<file path="src/rtl/trng_sequencer.sv">
// trng_sequencer
//   Sequences the SR-latch entropy network: pulses latch_en, waits a settle
//   window, samples latch_bit, von Neumann debiases raw bit pairs and packs
//   the surviving bits (oldest in MSB) into WIDTH-bit words. Also runs a
//   repetition-count health test on the raw stream.
//
// Ports
//   clk          system clock, all logic on posedge
//   rst          synchronous reset, active-high
//   run          level; 1 = keep generating words
//   latch_en     one-cycle enable pulse to the latch network
//   latch_bit    registered, XOR-reduced bit from the latch network
//   rnd_data     output word, stable while rnd_valid=1
//   rnd_valid    output word available
//   rnd_ready    consumer accepts when rnd_valid & rnd_ready
//   health_fail  sticky repetition-test failure
//   busy         1 in any state other than IDLE
module trng_sequencer #(
  parameter int WIDTH         = 8,
  parameter int SETTLE_CYCLES = 4,
  parameter int REP_LIMIT     = 16
) (
  input  logic             clk,
  input  logic             rst,
  input  logic             run,
  output logic             latch_en,
  input  logic             latch_bit,
  output logic [WIDTH-1:0] rnd_data,
  output logic             rnd_valid,
  input  logic             rnd_ready,
  output logic             health_fail,
  output logic             busy
);

  localparam int CNT_W = $clog2(WIDTH + 1);
  localparam int SET_W = (SETTLE_CYCLES > 1) ? $clog2(SETTLE_CYCLES) : 1;
  localparam int REP_W = 8;

  typedef enum logic [1:0] {IDLE, ARM, SETTLE, SAMPLE} state_t;

  state_t           state;
  logic [SET_W-1:0] settle_cnt;
  logic [WIDTH-1:0] shift;
  logic [CNT_W-1:0] count;
  logic             have_first;
  logic             first_bit;
  logic             last_raw;
  logic [REP_W-1:0] rep;   // 0 means no raw sample seen since reset

  // Post-sample values of the datapath registers
  logic [WIDTH-1:0] shift_n;
  logic [CNT_W-1:0] count_n;
  logic             have_first_n;
  logic             first_n;
  logic             last_raw_n;
  logic [REP_W-1:0] rep_n;
  logic             fail_n;
  logic             full_n;
  logic             xfer;
  logic             go;

  function automatic logic [REP_W-1:0] rep_sat_inc(input logic [REP_W-1:0] r);
    if (r >= REP_W'(REP_LIMIT)) return REP_W'(REP_LIMIT);
    return r + 1'b1;
  endfunction

  always_comb begin
    shift_n      = shift;
    count_n      = count;
    have_first_n = have_first;
    first_n      = first_bit;
    last_raw_n   = last_raw;
    rep_n        = rep;
    fail_n       = health_fail;
    if (state == SAMPLE) begin
      last_raw_n = latch_bit;
      if ((rep != '0) && (latch_bit == last_raw)) rep_n = rep_sat_inc(rep);
      else                                         rep_n = REP_W'(1);
      if (rep_n == REP_W'(REP_LIMIT)) fail_n = 1'b1;
      // The tripping sample itself is not debiased
      if (!fail_n) begin
        if (!have_first) begin
          first_n      = latch_bit;
          have_first_n = 1'b1;
        end else begin
          have_first_n = 1'b0;
          if (latch_bit != first_bit) begin
            shift_n = {shift[WIDTH-2:0], first_bit};
            count_n = count + CNT_W'(1);
          end
        end
      end
    end
    full_n = (count_n == CNT_W'(WIDTH));
    // Transfer can happen on the very edge that completes the word
    xfer   = full_n && (!rnd_valid || rnd_ready);
    // A full shift register that cannot drain blocks further trials
    go     = run && !fail_n && !(full_n && !xfer);
  end

  assign busy = (state != IDLE);

  always_ff @(posedge clk) begin
    if (rst) begin
      state       <= IDLE;
      latch_en    <= 1'b0;
      settle_cnt  <= '0;
      shift       <= '0;
      count       <= '0;
      have_first  <= 1'b0;
      first_bit   <= 1'b0;
      last_raw    <= 1'b0;
      rep         <= '0;
      health_fail <= 1'b0;
      rnd_data    <= '0;
      rnd_valid   <= 1'b0;
    end else begin
      shift       <= shift_n;
      have_first  <= have_first_n;
      first_bit   <= first_n;
      last_raw    <= last_raw_n;
      rep         <= rep_n;
      health_fail <= fail_n;

      if (xfer) begin
        rnd_data  <= shift_n;
        rnd_valid <= 1'b1;
        count     <= '0;
      end else begin
        count <= count_n;
        if (rnd_valid && rnd_ready) rnd_valid <= 1'b0;
      end

      latch_en <= 1'b0;
      case (state)
        IDLE: begin
          if (go) begin
            state    <= ARM;
            latch_en <= 1'b1;
          end
        end
        ARM: begin
          state      <= SETTLE;
          settle_cnt <= SET_W'(SETTLE_CYCLES - 1);
        end
        SETTLE: begin
          if (settle_cnt == '0) state <= SAMPLE;
          else                  settle_cnt <= settle_cnt - 1'b1;
        end
        SAMPLE: begin
          if (go) begin
            state    <= ARM;
            latch_en <= 1'b1;
          end else begin
            state <= IDLE;
          end
        end
        default: state <= IDLE;
      endcase
    end
  end

endmodule

</file>
<file path="config.mk">
export PLATFORM = sky130hd
export DESIGN_NAME = trng_sequencer
export DESIGN_NICKNAME = d
export VERILOG_FILES = /design/src/rtl/trng_sequencer.sv
export SDC_FILE = /design/constraint.sdc
export NUM_CORES = 1
export LEC_CHECK = 0
export CORE_MARGIN = 4
export CORE_UTILIZATION = 45
export DETAILED_ROUTE_END_ITERATION = 7
export PLACE_DENSITY = 0.72
export SLEW_MARGIN = 20
export SYNTH_ARGS = -nofsm -noshare
export SYNTH_HDL_FRONTEND = slang
export SYNTH_SLANG_ARGS = --single-unit
</file>
<file path="constraint.sdc">
create_clock -name clk -period 2.7 [get_ports clk]
set_input_delay 0.54 -clock clk [delete_from_list [all_inputs] [get_ports clk]]
set_output_delay 0.54 -clock clk [all_outputs]
set_load 0.01 [all_outputs]
</file>
==> impl_summary.txt <==
----------------------------------------------------
[Min path]
  Hold-critical path depth ... 1
  Worst hold-check path type ... reg2reg

[Power and ir drop]
  Max VDD drop ... 0.3874 mV
  Pleak ... between 0.8 and 0.9 nW
  Power density over the cells ... 669.7 nW/µm²

[Logic synthesis]
  Mean Syn Cell Area ... about 9.7 µm²
  Syn_nets ... roughly 200
  EDFF count, synth ... 0
  Number of standard cells after synthesis ... ~190
  Post-synthesis async set-or-reset flop share ... 0%
  Fraction of the yosys area taken by sequential cells ... a little over two fifths
  Most used flip-flop cell after synthesis ... dfxtp_1
  Number of synthesized register bits ... 38
  Unique masters post-synth ... 46
  Netlist area before placement ... 1824 µm²
  Number of warnings issued by yosys ... 0

[Clocking]
  CTS tree ... yes
  Sink count of the clock tree ... 38
  Skew-Pair Late Insertion Delay ... 0.29 ns
  Root Driver ... clkbuf_8
  Number of buffers inserted for hold repair after clock tree synthesis ... 0
  Clock-pin transition on the worst setup and hold timing paths ... approximately 0.07 ns
  Buffers from clock root to sink, at most ... 2
  CTS H-tree depth ... 2
  CTS-repair resized insts ... 0
  Post-CTS Setup Inserts ... 0
  Inserted Clock Buffers ... 5

[Placed design]
  Worst setup timing slack at the placement stage ... -0.1652 ns
  Number of placed cells counting well taps ... between 200 and 300
  Buffers on Ports ... 16
  Post-DP Area ... between 2000 and 2500 µm²
  Global placer's final weighted congestion ... 0.7948
  DPL Wire Length ... ~2500 µm

[STA]
  Post-route fraction of the period consumed by the critical path ... a little over nine tenths
  Worst Hold Margin ... about 0.46 ns
  RSZ-0062 raised after global routing ... false
  Worst slew slack as a fraction of its limit ... about 70%
  Worst slew pin tran ... 0.4433 ns
  Least setup slack across all paths after layout ... approximately 0.13 ns
  Final Hold Violating Endpoints ... 0
  Clock period minus final worst setup slack ... approximately 2.6 ns
  Final setup skew ... 0.004942 ns
  Final setup violating endpoints ... 0
  Max-slew violation total from the final report ... 0
  Highest clock frequency the design can meet ... 0.3895 GHz

[Floorplan]
  Die area ... around 5000 µm²
  Die Span X ... roughly 72 µm
  Std-Cell Rows ... 22
  Io pins ... 17
  Initial core utilization ... 48.02%
  Floorplan die height ... approximately 72 µm
  Standard cell core area ... between 3000 and 4000 µm²

[Drt]
  Overall via count from detail_route ... around 1,400
  Average wire per cell in the routed design ... 12.68 µm
  Number of DRC violations after detailed routing ... 0
  DR vias/cell ... about 5.2
  Number of violations reported at the end of detailed-routing iteration 0 ... 100
  Remaining antenna violation count after routing ... 0
  Detailed-router iteration count before antenna repair ... 4
  Wire length after detailed routing ... about 3400 µm

[Final layout]
  Layout filler cell count ... 318
  Final design area excluding fillers ... 2237 µm²
  Antenna diode count ... 0
  Share of final-layout standard cells stronger than drive strength 1 ... approximately 16%
  Utilization of the core after routing ... ~60%
  # nets final ... between 200 and 250
  Signed area change from the synthesized netlist to the final layout ... 22.63%
  Non-filler cells in the finished layout ... around 270

[Worst setup path]
  Cell depth of the worst flop-to-flop path ... 8
  Startpoint type of the worst setup path ... input pin
  Critical path endpoint category ... register
  Data arrival time at the worst-slack endpoint ... between 2 and 3 ns
  CP required ... 2.92 ns
  Start-to-end type of the worst setup path ... in2reg
  Top fanout value on the critical path ... 8

[Global route]
  Remaining global-route overflow ... 0
  Number of antenna violations at the first check in global routing ... 0
  Fraction of met2 tracks used by global routing ... 22.65%
  GR met1 Demand/Resource ... a little under a fifth
  Total routing resource utilization after global routing ... between 10% and 20%
  Fraction of met3 tracks used by global routing ... between 5 and 6%
  Via count of the first global-routing pass ... 1,387
  First-pass GRT wire length ... between 6000 and 7000 µm
  Largest net degree at the start of global routing ... 16
  Gr busiest metal ... met2

[Run status]
  Run status ... finished, final reports clean

[Flow run]
  Number of violations of the max-capacitance limit ... 0

----------------------------------------------------
-- power breakdown --
part | switching (W) | internal, W
Clock | 0.000202 | 0.000370
Sequential | 0.0000330 | 0.000599
Combinational | 0.000158 | 0.000135
-- cell families after synthesis --
logic type	count (synthesis)	share of synthesized area (%)
compound gates	35	16.80
flops	38	41.70
mux	14	8.025
buf+inv	17	4.183
xor+xnor	7	3.773
fa+ha+maj	8	5.487
simple gates	69	20.03
-- cell type report --
class,instances,area (µm²),share of cell area (%)
flip-flops and latches,38,760.7,34.00
clock buffers,5,68.82,3.076
multi-input cells,133,987.2,44.13
well taps,48,60.06,2.685
inverters,9,33.78,1.510
repair buffers,29,257.7,11.52
clock inverters,3,68.82,3.076
-- synthesized netlist by cell type, types with 3 or more instances --
cell / number / area share (%)
nor2_1: 27 / 5.6
nand3_1: 4 / 1.1
xnor2_1: 3 / 1.4
nand2b_1: 6 / 2.1
and2_1: 7 / 2.4
buf_4: 3 / 1.2
ha_1: 8 / 5.5
o2bb2ai_2: 8 / 6.6
dfxtp_1: 38 / 42
o21ai_0: 5 / 1.4
mux2i_1: 12 / 6.6
clkbuf_1: 4 / 0.82
inv_1: 9 / 1.9
xor2_1: 3 / 1.4
nor3_1: 5 / 1.4
nand2_1: 8 / 1.6
a21oi_1: 5 / 1.4
-- flip-flops by register name, indices dropped and copies added, names as in the netlist --
register	cells
count	4
settle_cnt	2
rnd_valid	1
rep	8
first_bit	1
shift	8
last_raw	1
have_first	1
health_fail	1
latch_en	1
state	2
rnd_data	8
-- metal layers --
| layer | wire length (µm) | vias to the layer above |
|---|---|---|
| met2 | 1480 | 34 |
| met1 | 1618 | 633 |
| met5 | 0 | - |
| li1 | - | 711 |
| met4 | 56 | 0 |
| met3 | 206 | 7 |
-- placed cells by master, fill, tap and decap left out, drive strengths merged, types with 2 or more instances in the layout --
| cell type | netlist | routed |
|---|---|---|
| dfxtp | 38 | 38 |
| nor2 | 28 | 28 |
| clkdlybuf4s50 | 0 | 16 |
| buf | 4 | 13 |
| mux2i | 12 | 12 |
| inv | 9 | 9 |
| nand2 | 8 | 8 |
| o2bb2ai | 8 | 8 |
| ha | 8 | 8 |
| and2 | 7 | 7 |
| nand2b | 6 | 6 |
| nor3 | 5 | 5 |
| a21oi | 5 | 5 |
| o21ai | 5 | 5 |
| clkbuf | 4 | 5 |
| nand3 | 4 | 4 |
| xor2 | 4 | 4 |
| nor4 | 4 | 4 |
| xnor2 | 3 | 3 |
| nor2b | 2 | 2 |
| a31oi | 2 | 2 |
| a211oi | 2 | 2 |
| bufinv | 0 | 2 |
| mux2 | 2 | 2 |
-- path summary, 6_finish.rpt --
check / start / end / slack [ns]
max: latch_bit / rnd_data[3]$_SDFFE_PP0P_ / 0.13
min: settle_cnt[0]$_SDFFE_PP0P_ / settle_cnt[0]$_SDFFE_PP0P_ / 0.46
max reg2reg: rep[0]$_SDFFE_PP0N_ / rnd_data[3]$_SDFFE_PP0P_ / 0.37
min reg2reg: settle_cnt[0]$_SDFFE_PP0P_ / settle_cnt[0]$_SDFFE_PP0P_ / 0.46
-- metrics by stage --
stage | power, W | setup TNS, ns
5_1_grt | 0.001575 | 0
4_1_cts | 0.001512 | 0
3_5_place_dp | 0.0009364 | -1.218
2_1_floorplan | 0.0008519 | 0
6_report | 0.001498 | 0
3_3_place_gp | 0.0009309 | -1.064
-- critical path: stages --
cell,delay (ns)
clkdlybuf4s50_1,0.58
xor2_2,0.25
o2111ai_1,0.20
nor2_2,0.23
mux2_4,0.33
or3b_1,0.35
buf_4,0.19
o2bb2ai_2,0.12
Power figures use the tool's default switching activity.
